## config.mk

```make
export PLATFORM = sky130hd
export DESIGN_NAME = mdio_master
export DESIGN_NICKNAME = d
export VERILOG_FILES = /design/src/rtl/mdio_master.sv
export SDC_FILE = /design/constraint.sdc
export NUM_CORES = 1
export LEC_CHECK = 0
export CAP_MARGIN = 30
export CORE_UTILIZATION = 45
export CTS_CLUSTER_DIAMETER = 50
export CTS_CLUSTER_SIZE = 30
export DETAILED_ROUTE_END_ITERATION = 8
export PLACE_DENSITY = 0.67
export SYNTH_ARGS = -nofsm -noshare
export SYNTH_HDL_FRONTEND = slang
export SYNTH_SLANG_ARGS = --single-unit
```

## constraint.sdc

```tcl
create_clock -name host_clk -period 3.1 [get_ports host_clk]
set_input_delay 0.62 -clock host_clk [delete_from_list [all_inputs] [get_ports host_clk]]
set_output_delay 0.62 -clock host_clk [all_outputs]
set_load 0.01 [all_outputs]
```

## src/rtl/mdio_master.sv

```systemverilog
// Clause-45 MDIO management master.
// Accepts one host request at a time and shifts out a 64-bit MDIO frame on
// mdc/mdio_o/mdio_t. For read opcodes the bus is released from the first
// turnaround bit, and the PHY response is shifted in on rising mdc.
module mdio_master #(
  parameter int CLK_DIV = 9
) (
  input  logic        host_clk,
  input  logic        host_reset_n,
  input  logic [1:0]  host_opcode,
  input  logic [9:0]  host_addr,
  input  logic [31:0] host_wr_data,
  input  logic        host_miim_sel,
  input  logic        host_req,
  output logic        host_miim_rdy,
  output logic [31:0] host_rd_data,
  output logic        host_rd_err,
  output logic        mdc,
  output logic        mdio_o,
  output logic        mdio_t,
  input  logic        mdio_i
);

  localparam int DW = $clog2(CLK_DIV + 2);
  localparam logic [DW-1:0] DIV_MAX = DW'(CLK_DIV);

  typedef enum logic [2:0] {
    S_IDLE, S_PRE, S_HDR, S_TA, S_DATA, S_DONE
  } state_t;

  state_t        r_state, w_next;
  logic [DW-1:0] r_div;
  logic [5:0]    r_bit;
  logic          r_mdc, r_mdio_o, r_mdio_t, r_rdy;
  logic          r_rd;
  logic [62:0]   r_sr;
  logic [15:0]   r_rx;
  logic          r_ta_err;
  logic [15:0]   r_rd_data;
  logic          r_rd_err;

  logic          w_accept, w_active, w_tick, w_fall;
  logic [63:0]   w_frame;
  logic          w_unused;

  // Upper half of the write word carries nothing for MDIO.
  assign w_unused = ^host_wr_data[31:16];

  assign w_accept = host_req & host_miim_sel & r_rdy;
  assign w_active = (r_state == S_PRE) || (r_state == S_HDR) ||
                    (r_state == S_TA)  || (r_state == S_DATA);
  assign w_tick   = w_active && (r_div == DIV_MAX);
  assign w_fall   = w_tick && r_mdc;   // end of the current bit

  // Whole frame, MSB first. Read ops put 1s in the released TA/data slots.
  assign w_frame = {32'hFFFF_FFFF, 2'b00, host_opcode, host_addr,
                    (host_opcode[1] ? 2'b11 : 2'b10),
                    (host_opcode[1] ? 16'hFFFF : host_wr_data[15:0])};

  // State register.
  always_ff @(posedge host_clk or negedge host_reset_n) begin
    if (!host_reset_n) r_state <= S_IDLE;
    else               r_state <= w_next;
  end

  // Next-state: frame segment boundaries come from the bit counter.
  always_comb begin
    w_next = r_state;
    case (r_state)
      S_IDLE: if (w_accept)                    w_next = S_PRE;
      S_PRE:  if (w_fall && r_bit == 6'd31)    w_next = S_HDR;
      S_HDR:  if (w_fall && r_bit == 6'd45)    w_next = S_TA;
      S_TA:   if (w_fall && r_bit == 6'd47)    w_next = S_DATA;
      S_DATA: if (w_fall && r_bit == 6'd63)    w_next = S_DONE;
      S_DONE:                                  w_next = S_IDLE;
      default:                                 w_next = S_IDLE;
    endcase
  end

  // Divider, bit counter, serialiser, PHY sampling and host result registers.
  always_ff @(posedge host_clk or negedge host_reset_n) begin
    if (!host_reset_n) begin
      r_div     <= '0;
      r_bit     <= '0;
      r_mdc     <= 1'b0;
      r_mdio_o  <= 1'b1;
      r_mdio_t  <= 1'b1;
      r_rdy     <= 1'b1;
      r_rd      <= 1'b0;
      r_sr      <= '1;
      r_rx      <= '0;
      r_ta_err  <= 1'b0;
      r_rd_data <= '0;
      r_rd_err  <= 1'b0;
    end else if (w_accept) begin
      // First preamble bit goes out on the accept edge with mdc low.
      r_div    <= '0;
      r_bit    <= '0;
      r_mdc    <= 1'b0;
      r_mdio_o <= w_frame[63];
      r_mdio_t <= 1'b0;
      r_sr     <= w_frame[62:0];
      r_rd     <= host_opcode[1];
      r_rdy    <= 1'b0;
      r_rx     <= '0;
      r_ta_err <= 1'b0;
    end else if (w_active) begin
      if (r_div == DIV_MAX) begin
        r_div <= '0;
        if (!r_mdc) begin
          // Rising mdc: PHY data is sampled here.
          r_mdc <= 1'b1;
          if (r_rd && r_bit == 6'd47) r_ta_err <= mdio_i;
          if (r_rd && r_bit >= 6'd48) r_rx     <= {r_rx[14:0], mdio_i};
        end else begin
          // Falling mdc: advance to the next bit, or park the bus after the last.
          r_mdc <= 1'b0;
          if (r_bit == 6'd63) begin
            r_mdio_o <= 1'b1;
            r_mdio_t <= 1'b1;
          end else begin
            r_bit    <= r_bit + 6'd1;
            r_mdio_o <= r_sr[62];
            r_sr     <= {r_sr[61:0], 1'b1};
            r_mdio_t <= r_rd && (r_bit >= 6'd45);
          end
        end
      end else begin
        r_div <= r_div + 1'b1;
      end
    end else if (r_state == S_DONE) begin
      r_rdy <= 1'b1;
      r_bit <= '0;
      if (r_rd) begin
        r_rd_data <= r_rx;
        r_rd_err  <= r_ta_err;
      end
    end
  end

  assign host_miim_rdy = r_rdy;
  assign host_rd_data  = {16'h0000, r_rd_data};
  assign host_rd_err   = r_rd_err;
  assign mdc           = r_mdc;
  assign mdio_o        = r_mdio_o;
  assign mdio_t        = r_mdio_t;

endmodule

```

== Word level (Yosys, flattened, before mapping) ==
Index checks and enable logic that the tools add are counted.
Storage, ports and cells
  bits in registers: 115
  input bits: 49
  output and inout port bits: 37
  word-level logic and storage cells: 120
Cells by class
  add/sub/neg operators: 2
  magnitude comparators: 2
  eq/ne operators: 21
  muxes and demuxes: 49
  bitwise operators: 4
  reduce and logical (&&, ||, !) cells: 29
Operator list (count)
  $mux W63: 5
  $mux W16: 6
  $mux W6: 6
  $mux W1: 23
  $reduce_and A4 Y1: 5
  $eq A6 B6 Y1 const B: 3
  $mux W3: 5
  $pmux W3 S5: 1
  $ge A6 B6 Y1 const B: 2
  $mux W4: 3
  $reduce_bool A2 Y1: 6
  $ne A2 B1 Y1 const B: 5
  $logic_and A1 B1 Y1: 9
  $add A6 B1 Y6 const B: 1
  $eq A3 B2 Y1 const B: 2
  $eq A3 B3 Y1 const B: 2
  $eq A6 B5 Y1 const B: 1
  $ne A2 B2 Y1 const B: 3
  $ne A3 B3 Y1 const B: 2
  $reduce_and A5 Y1: 1
  $add A4 B1 Y4 const B: 1
  $eq A4 B4 Y1 const B: 1
  $reduce_and A2 Y1: 2
  $eq A3 B1 Y1 const B: 1
  7 further kinds: 11

== Depth between registers and ports, before layout ==
Gate-level depths: netlist of run 1.
  depth after elaboration: 9
  mapped depth: 8
  mapped depth without buffers: 7

== Worst setup path after synthesis of run 1 ==
OpenSTA, ideal clock, no wires.
  path type: register to register
  from: register r_bit[0]
  to: register r_bit[5]
  library setup time: 0.066 ns
  arrival time: 2.050 ns
  data required time: 3.034 ns
  setup slack: 0.984 ns
  cell stages (with the launch flop): 7
  path buffers: 0
  clock period less this slack: 2.116 ns
  cells stage by stage: dfrtp_1 -> ha_1 -> and3_1 -> a311o_1 -> a32o_2 -> or4_1 -> nand2_1
Between the ends
  longest elaborated chain between the ends: 6
  elaborated cells on any way between the ends: 9
  those cells by class: 1 x add/sub; 2 x eq/ne; 5 x mux; 1 x reduce/logical
RTL lines
  start, declared: RTL line 33  | logic [5:0] r_bit;
  start signal, assigned: RTL line 122  | r_bit <= r_bit + 6'd1;
  $add A6 B1 Y6: RTL line 122
  $mux W6: RTL line 118  | if (r_bit == 6'd63) begin
  $mux W6: RTL line 110  | if (!r_mdc) begin
  $mux W6: RTL line 108  | if (r_div == DIV_MAX) begin
  $mux W6: RTL line 107  | end else if (w_active) begin
  $mux W6: RTL line 95  | end else if (w_accept) begin
Parallel ways exist; a longest one is shown, timed or not. The select of a mux whose other input is x is not followed.
A chain may end at the register's enable or synchronous reset.

== Final worst setup path of run 1 ==
  from: register r_state[1]
  to: register r_sr[54]
Between the ends
  longest elaborated chain between the ends: 6
  elaborated cells on any way between the ends: 9
  those cells by class: 4 x eq/ne; 5 x reduce/logical
RTL lines
  start, declared: RTL line 31  | state_t r_state, w_next;
  start signal, assigned: RTL line 63  | else r_state <= w_next;
  $eq A3 B1 Y1 / $eq A3 B2 Y1 (equally long branches): RTL line 50  | assign w_active = (r_state == S_PRE) || (r_state == S_HDR) ||
  $logic_or A1 B1 Y1 (2 in a row): RTL line 50
  $logic_or A1 B1 Y1 *: RTL line 51  | (r_state == S_TA) || (r_state == S_DATA);
  $reduce_bool A2 Y1 (no source line) *
  $reduce_and A4 Y1 (no source line) *
  end signal, assigned: RTL line 102  | r_sr <= w_frame[62:0];
  end signal, assigned: RTL line 124  | r_sr <= {r_sr[61:0], 1'b1};
  end, declared: RTL line 36  | logic [62:0] r_sr;
Every way passes the cells marked *; elsewhere a longest branch is shown, timed or not.

==> flow_metrics.tcl, run 1 <==
set metrics [dict create \
    drc 0 \
    status "finished clean" \
    hold_buffers 0 \
    period_needed_ps 2360 \
    grt_pass1_vias 3561 \
    routed_wirelength_microns 9680 \
    rsz0062_at_grt "no" \
    hold_path.class "in2async" \
    path_clk_slew_ps 50 \
    antenna_left 0 \
    nets 580 \
    ios 86 \
    diodes 0 \
    worstReg2RegEnd "r_sr[54]" \
    async_flop_share_pct 100 \
    dp_hpwl_microns 6370 \
    antenna_found_initial 0 \
    yosys.area.top_type "dfstp_2" \
    seq_area_frac_synth_pct 57.0 \
    rr_worst_depth 6 \
    postCtsSetupBuffers 0 \
    cts_buffers 17 \
    crit_required_ps 3420 \
    cts_num_sinks 115 \
    cp_max_fo 16 \
    vias 3664 \
    worst_ir_drop_vdd_mv 0.396 \
    clockBufferDepth 2 \
    port-buffer-count 53 \
    initial_utilization_pct 47.1 \
    worstSetupEndpointType "register" \
    final.setup.tns_ps 0 \
    synth_top_flop_cell "dfstp_2" \
    gp_congestion 0.876 \
    tightest_slew_ps 824 \
    drv_slew 0 \
    cts_root_buf "clkbuf_16" \
    path_class "reg2reg" \
    cp.arrival_ps 2680 \
    grtUsageTotal_pct 17.9 \
    hold_slack_ps 264 \
    grt_overflow 0 \
    syn-cell-area_sq_um 5190 \
    power_density_nw_per_um2 736 \
    synth-edff-count 0 \
    grt_max_degree 64 \
    die_h_microns 109 \
    synth_seq_cells 115 \
    wl_per_cell_microns 14.3 \
    r2r-start "r_state[1]" \
    cts_tree "yes" \
    die-width_microns 109 \
    synth_area_per_cell_sq_um 11.0 \
    maxSlewHeadroom_pct 44.9 \
    skew_ps 8.69 \
    insertion_delay_ps 400 \
    vias_per_cell 5.40 \
    grt_pass1_wl_microns 16600 \
    timing.reg2reg.setup_slack_ps 740 \
    period_share_pct 76.0 \
    p_leak_uw 0.00280 \
    hold_viol 0 \
    max_freq_ghz 0.425 \
    firstDrtPassIters 4 \
    post-place-ws_ps 669 \
    start_kind "register" \
    setup_ws_ps 744 \
    syn_to_final_growth_pct 23.5 \
    setup_viol 0 \
    die-area_sq_um 12000 \
    synth_area_leaders "dfstp_2 (33%), dfrtp_1 (24%), o22a_1 (5.6%), mux2_2 (3.9%), nand2_1 (3.6%)" \
    synth_top_cell_area_share_pct 33.4 \
    ctsResizeCount 0 \
    rows 38 \
    ys_types 52 \
    dr.first_iter.drc_count 163 \
    synth_warnings 0 \
    coreArea_sq_um 11000 \
    drv_cap 0 \
    synth_cells 471 \
    htreeDepth 4 \
    fillers 915 \
    drive_gt1_share_pct 25.2 \
]
[state kept, by name, summed over array words and instances (netlist names)]
register and count:
r_ta_err 1, host_miim_rdy 1, r_rd_data 16, r_bit 6, mdio_t 1, r_rx 16, mdio_o 1, r_div 4
r_rd 1, host_rd_err 1, r_state 3, r_sr 63, mdc 1
[report_power, final]
group	internal [uW]	switching, uW
registers	1920	214
clock network	1190	667
logic	334	386
[through the flow]
| step | area (sq um) | utilization, % | power (uW) | instances |
|---|---|---|---|---|
| 5_1_grt | 6410 | 58.1 | 4990 | 679 |
| 3_5_place_dp | 5830 | 52.9 | 2880 | 647 |
| 6_report | 6410 | 58.1 | 4720 | 679 |
| 3_3_place_gp | 5820 | 52.7 | 2830 | 646 |
| 2_1_floorplan | 5250 | - | 2640 | 486 |
| 4_1_cts | 6410 | 58.1 | 4770 | 679 |
[worst max path at each step]
stage                        startpoint  cells past startpoint  endpoint
after floorplan                r_bit[0]                      6  r_bit[5]
after global placement         r_bit[0]                      7  r_sr[28]
after detailed placement  host_miim_sel                      5  r_bit[5]
after CTS                    r_state[1]                      6  r_sr[54]
after global routing         r_state[1]                      7  r_sr[28]
final                        r_state[1]                      6  r_sr[54]
[logic make-up after synthesis]
family | after synthesis | share of synthesized area [%]
buf+inv | 51 | 5.26
compound gates | 113 | 15.1
simple gates | 148 | 13.6
mux | 35 | 7.18
other cells | 1 | 0.0723
flops | 115 | 57.0
xor+xnor | 3 | 0.506
fa+ha+maj | 5 | 1.21
[cells in the mapped netlist (2+ instances only)]
cell,instances
inv_1,6
ha_1,5
nand4_1,5
o21bai_1,2
and3_1,4
dfstp_2,66
a21oi_1,9
mux2_2,18
o21ai_0,36
buf_4,18
a221oi_1,2
a22o_1,3
dfrtp_1,49
nor2b_1,2
a31oi_1,13
mux2i_1,17
o22a_1,33
nor2_1,46
o22ai_1,2
or3_1,18
clkbuf_1,16
nor3_1,6
buf_2,9
xor2_1,2
nand3_1,5
nand2b_1,2
nand2_1,50
a21o_1,2
clkbuf_2,2
[cell usage in the layout (no fill, tap or decap), types with 4 or more instances in the layout]
cell type,n
o21ai_0,36
clkinv_2,4
o22a_1,33
inv_1,6
dfrtp_1,49
clkinvlp_4,6
or3_1,18
ha_1,5
nor2_1,46
mux2_2,18
nand3_1,5
conb_1,16
clkdlybuf4s50_1,52
dfstp_2,66
mux2i_1,17
a21oi_1,9
nor3_1,6
nand4_1,5
buf_4,12
clkbuf_16,17
nand2_1,50
a31oi_1,12
[critical path, cell delays in order, from the launching register on]
cell	delay (ps)
dfrtp_1	480
nor2_1	270
xor2_1	690
o31ai_4	240
buf_8	220
buf_4	190
o22a_1	190
[metal layers]
| metal | part of all wire, % | global-route usage, % | wire length [microns] |
|---|---|---|---|
| met4 | 0.99 | 5.71 | 96 |
| met3 | 3.0 | 5.16 | 292 |
| met2 | 51 | 29.9 | 4960 |
| met1 | 45 | 22.5 | 4340 |
| met5 | 0 | 0 | 0 |
[cell type report]
class	count	area (sq um)	area share, %
clock inverter	14	138	2.15
sequential	115	2960	46.2
inverter	6	22.5	0.351
multi-input combinational	320	2030	31.7
clock buffer	18	439	6.85
tap	140	175	2.73
timing repair buffer	66	646	10.1
(Power assumes the default switching activity.)
==> inputs of run 2 (changes only) <==
==> constraint.sdc (replaced) <==
create_clock -name host_clk -period 2.3 [get_ports host_clk]
set_input_delay 0.46 -clock host_clk [delete_from_list [all_inputs] [get_ports host_clk]]
set_output_delay 0.46 -clock host_clk [all_outputs]
set_load 0.01 [all_outputs]
==> run 2 against run 1 <==
Worst setup slack got worse by 640 ps. Via count increased by 1.3%. Sequential power increased by 34%. Clock skew increased by 1.5 ps. Combinational power increased by 40%. Sequential share of layout area decreased by 0.65 points. Clock power increased by 32%. Non-clock buffer count increased by 5. Worst hold slack got worse by 240 ps. Utilization increased by 0.85 points. Critical path depth unchanged. Count of clock-buffer cells in the layout increased by 4. Largest cell class unchanged. Highest routed layer unchanged.
==> flow_metrics.tcl, run 2 (synthesis results as in run 1) <==
set metrics [dict create \
    gr-usage-met3_pct 4.62 \
    worst_ir_drop_vdd_mv 0.446 \
    path_class "reg2reg" \
    dr.first_iter.drc_count 169 \
    top_register "r_sr" \
    nets 585 \
    largest_registers "r_sr: 63 flops, r_rd_data: 16 flops, r_rx: 16 flops" \
    hold_viol 0 \
    vias 3711 \
    period_share_pct 95.5 \
    hold_buffers 0 \
    worstSetupEndpointType "register" \
    clockBufferDepth 2 \
    cts_buffers 17 \
    power_density_nw_per_um2 975 \
    ios 86 \
    port-buffer-count 53 \
    grt_util_met2_pct 29.0 \
    antenna_found_initial 0 \
    start_kind "register" \
    rsz0062_at_grt "no" \
    cts_tree "yes" \
    die-area_sq_um 12000 \
    drv_slew 0 \
    tightest_slew_ps 643 \
    cp_max_fo 8 \
    maxSlewHeadroom_pct 56.8 \
    final.setup.tns_ps 0 \
    hold_path.class "in2async" \
    setup_viol 0 \
    vias_per_cell 5.43 \
    largest_register_ff_count 63 \
    coreArea_sq_um 11000 \
    routed_wirelength_microns 9720 \
    htreeDepth 4 \
    drv_cap 0 \
    insertion_delay_ps 400 \
    period_needed_ps 2200 \
    grtUsageTotal_pct 18.3 \
    crit_required_ps 2640 \
    fillers 920 \
    r2r-start "r_bit[0]" \
    diodes 0 \
    grt_busiest_layer "met2" \
    cp.arrival_ps 2530 \
    layout_commonest_cell "dfstp_2" \
    max_freq_ghz 0.455 \
    p_leak_uw 0.00285 \
    skew_ps 10.2 \
    rows 38 \
    grt_overflow 0 \
    die-width_microns 109 \
    antenna_left 0 \
    drive_gt1_share_pct 25.9 \
    grt_pass1_wl_microns 16700 \
    startpoint "r_bit[0]" \
    syn_to_final_growth_pct 25.3 \
    die_h_microns 109 \
    grt_max_degree 56 \
    initial_utilization_pct 47.1 \
    dp_hpwl_microns 6380 \
    grt_pass1_vias 3589 \
    layout_common_cells "dfstp_2 (66), clkdlybuf4s50_1 (52), nand2_1 (50), dfrtp_1 (48), nor2_1 (46)" \
    post-place-ws_ps 101 \
    cts_num_sinks 115 \
    setup_ws_ps 103 \
    status "finished clean" \
    gp_congestion 0.834 \
    gr-usage-met1_pct 24.0 \
    firstDrtPassIters 4 \
    wl_per_cell_microns 14.2 \
    path_clk_slew_ps 50 \
    cts_root_buf "clkbuf_16" \
    drc 0 \
]
run 2: final cells by class:
cell class	instances	area (sq um)	area share, %
flip-flops and latches	115	2960	45.5
multi-input cells	320	2030	31.2
repair buffers	71	738	11.4
clock buffers	22	508	7.81
well taps	140	175	2.69
clock inverters	10	68.8	1.06
inverters	6	22.5	0.346
run 2: power by group:
group          leakage (uW)  internal [uW]  switching (uW)
Sequential          0.00135           2590             282
Clock              0.000274           1570             892
Combinational       0.00123            477             531
Total               0.00285           4640            1700
run 2: through the flow:
stage                     hold WS [ps]  instance area, sq um  std cells  util [%]  power, uW
after floorplan                    164                  5250        486         -       3560
after global placement             445                  5930        652      53.7       3850
after detailed placement           447                  5930        652      53.7       3910
after CTS                         20.9                  6500        684      58.9       6410
after global routing              38.7                  6500        684      59.0       6720
final                             25.7                  6500        684      59.0       6340
run 2: critical path: stages, from the launching register on:
cell	delay (ps)
dfrtp_2	440
ha_1	220
and3_1	230
a311o_1	350
a32o_2	320
or4_1	510
nand2_1	70
run 2: path summary, 6_finish.rpt:
kind / end / slack [ps] / cells past startpoint
max: r_bit[5] / 100 / 6
min: r_bit[1] / 30 / 1
max reg2reg: r_bit[5] / 100 / 6
min reg2reg: r_sr[9] / 480 / 2
max in group asynchronous: host_miim_rdy / 1630 / 2
min in group host_clk: r_sr[9] / 480 / 2
run 2: what timing repair did:
action	4_1_cts	5_1_grt
resized for setup	0	1
buffers inserted	0	0
setup endpoints to repair	0	1
run 2: metal layers:
layer / vias to the layer above / part of all wire [%] / routed length, microns
met5: - / 0 / 0
met4: 0 / 0.67 / 65
met3: 4 / 2.6 / 248
met2: 58 / 51 / 4910
met1: 1872 / 46 / 4490
li1: 1777 / - / -
==> edit 1: new RTL, settings of run 2 <==
Set the parameter `CLK_DIV` to 18 (it was 9).
--- a/src/rtl/mdio_master.sv
+++ b/src/rtl/mdio_master.sv
@@ -5,3 +5,3 @@
 module mdio_master #(
-  parameter int CLK_DIV = 9
+  parameter int CLK_DIV = 18
 ) (
Behaviour: no difference found for any inputs over 10 cycles, from zero or initial values and one cycle with host_reset_n low; that may be too few to reach the edited logic, so the function may still have changed.
==> edit 1 against run 2 <==
Sequential cell count increased by 1; routed wire length increased by 15%; area after synthesis up 6.8%; clock power up 11%; setup slack gained 0.17 ns; cell area increased by 4.4%; power increased by 7.9%; worst hold slack better by 0.032 ns; sequential share of layout area decreased by 1.6 points.
==> edit 1: results <==
[synth]
synth-compound-area-share = 0.123
synth_fa_ha_area_frac = 0.0113
ys_seq_area_frac = 0.538
muxShareOfSynthArea = 0.121
synth_cells = 517
synth_xor_area_frac = 0.00316

[power]
powerClk_mw = 2.72
pwr-share-seq = 0.451
switching_share = 0.246
pg_seq_mw = 3.09

[global_routing]
grt_max_degree = 69
met1_usage = 0.240
met3_usage = 0.0520
use_met2 = 0.300
gr-usage-all-layers = 0.187

[placed_design]
dpl_cell_area_um2 = 6170
place.gp.congestion = 0.805

[routing]
drt_first_iter_violations = 366
wl_met3_um = 468
drt-met1-wl_um = 5200

[final_layout]
drive_above_1_share = 0.246
nets = 619

[sta]
holdWs_ns = 0.0577
worstMarginPinSlew_ns = 0.652

[setup_path]
crit_slowest_cell = dfrtp_1
arrival_ns = 2.35
r2r_end = r_sr[25]

[status]
status = completed
[edit 1: changes by cell type in the layout (fill, tap and decap cells not counted), moves of 4 or more]
cell,run 2,this run
mux2i_1,17,48
nor3_1,6,18
or3_1,18,1
a21oi_1,9,36
nand2_1,50,37
o22a_1,33,0
bufinv_16,0,4
a31oi_1,12,29
nor2_1,46,55
[edit 1: final cells by class]
class / instances / area [um^2] / area share
flip-flops and latches: 116 / 2990 / 0.440
inverters: 5 / 18.8 / 0.00276
repair buffers: 69 / 711 / 0.105
multi-input cells: 356 / 2270 / 0.335
well taps: 147 / 184 / 0.0271
clock buffers: 21 / 460 / 0.0678
clock inverters: 11 / 156 / 0.0230
[edit 1: critical path: cells and delay by family (launching register included)]
family	cells	cell delay, ns
and+or+nand+nor	2	0.62
DFF	1	0.47
AOI/OAI and AO/OA	2	0.30
buffers and inverters	1	0.29
adders and majority gates	1	0.27
==> edit 2: new RTL, flow settings as in run 2 <==
Without the edit above. Reset style: synchronous (`host_reset_n`), changed in 2 clocked blocks.
--- a/src/rtl/mdio_master.sv
+++ b/src/rtl/mdio_master.sv
@@ -60,3 +60,3 @@
   // State register.
-  always_ff @(posedge host_clk or negedge host_reset_n) begin
+  always_ff @(posedge host_clk) begin
     if (!host_reset_n) r_state <= S_IDLE;
@@ -80,3 +80,3 @@
   // Divider, bit counter, serialiser, PHY sampling and host result registers.
-  always_ff @(posedge host_clk or negedge host_reset_n) begin
+  always_ff @(posedge host_clk) begin
     if (!host_reset_n) begin
Behaviour: differs if host_reset_n is asserted again (counterexample within 4 cycles, from zero or initial values and one cycle with host_reset_n low); with host_reset_n held inactive, the same outputs for 10 cycles.
==> edit 2 against run 2 <==
Worst hold slack improved by 0.43 ns; area after synthesis fell by 8.6%; cell area fell by 7.2%; routed wire length rose by 3.3%; highest routed layer unchanged; first-iteration DRC count rose by 42%; sequential cell count did not move; setup slack improved by 0.14 ns; core utilization fell by 0.21 points; via count rose by 7.3%; maximum frequency rose by 6.8%; critical path depth rose by 1; synthesized cell count rose by 21%.
Power is not compared: it rests on default switching activity, and its combinational part moved more than twofold at a synthesized area within 25%.
==> edit 2: results <==
[final_layout]
buf_share = 0.114
nets = 674
drive_above_1_share = 0.0961
ff_latch_area_um2 = 2300
postLayoutCoreUtil = 0.588
num-multi-input-gates = 411
nFillCells = 913
clock_area_frac = 0.105
multi_input_area_share = 0.368
clockBufferCount = 18
seq_share = 0.381

[global_routing]
grt_pass1_wl_um = 17500
grt_max_degree = 62
antenna_found_initial = 0
grt_pass1_vias = 3835

[synth]
ys_types = 43
synth_area_leaders = dfxtp_1 49%, nand2_1 12%, mux2i_1 6.8%, nand3_1 4.1%, nor2_1 3.6%
ys.flop_type = dfxtp_1
synth-compound-area-share = 0.104
synthArstFlopShare = 0
synth_fa_ha_area_frac = 0.00791
synth_cells = 568
muxShareOfSynthArea = 0.0723
synth_common_cells = 153 x nand2_1, 115 x dfxtp_1, 46 x nor2_1
ys_seq_area_frac = 0.485

[sta]
skew_ns = 0.0101

[setup_path]
r2r_start = r_bit[0]
r2r_end = r_sr[4]
reg2reg_slack_ns = 0.24
arrival_ns = 2.49
crit_slowest_cell = dfxtp_1
cp_max_fo = 28
crit_path_max_incr_delay_ns = 0.35
rr_worst_depth = 7

[routing]
wl_per_cell_um = 13.0
wl_um = 10000
vias = 3982
drt_first_iter_violations = 240

[placed_design]
place.gp.congestion = 0.858
dp_hpwl_um = 6570
dp.cells = 739
dpl_cell_area_um2 = 5410

[clock_network]
cts-buffers-inserted = 17
ctsResizeCount = 0
worstSkewPairLatency_ns = 0.51
root_buffer = clkbuf_8

[min_path]
min_path_type = reg -> reg
holdCritStartpoint = r_rd_data[14]

[status]
status = completed
[edit 2: worst max-delay path by stage]
| stage | start | end | slack [ns] | depth (start not counted) |
|---|---|---|---|---|
| 2_1_floorplan | r_bit[0] | r_bit[5] | 0.33 | 6 |
| 3_3_place_gp | r_bit[0] | r_sr[7] | 0.27 | 7 |
| 3_5_place_dp | r_bit[0] | r_sr[4] | 0.24 | 7 |
| 4_1_cts | r_bit[0] | r_sr[4] | 0.22 | 7 |
| 5_1_grt | r_bit[0] | r_sr[6] | 0.04 | 7 |
| 6_report | r_bit[0] | r_sr[4] | 0.24 | 7 |
[edit 2: logic make-up after synthesis]
| logic type | after synthesis |
|---|---|
| other | 1 |
| AND/OR/NAND/NOR | 279 |
| buffers and inverters | 57 |
| multiplexers | 34 |
| adder cells (fa/ha/maj) | 3 |
| AO/OA/AOI/OAI | 75 |
| XOR/XNOR | 4 |
| flip-flops | 115 |
[edit 2: per-stage QoR]
| step | hold WS, ns | setup WS, ns |
|---|---|---|
| detailed placement | 0.454 | 0.239 |
| global placement | 0.449 | 0.275 |
| global route | 0.485 | 0.0383 |
| CTS | 0.465 | 0.224 |
| finish | 0.459 | 0.244 |
| floorplan | 0.432 | 0.332 |
[edit 2: layer usage]
metal	up-vias	global-route usage	wire [um]	part of all wire
met5	-	0	0	0
met4	0	0.0674	120	0.012
met3	9	0.0636	463	0.046
met2	108	0.326	4730	0.47
met1	1875	0.239	4740	0.47
li1	1990	-	-	-
[edit 2: where the power goes]
group	total (mW)	internal, mW	leakage, nW	switching (mW)
sequential	2.04	2.02	0.932	0.0184
combinational	0.204	0.101	1.40	0.103
clock	2.77	1.80	0.298	0.968
total	5.01	3.92	2.63	1.09
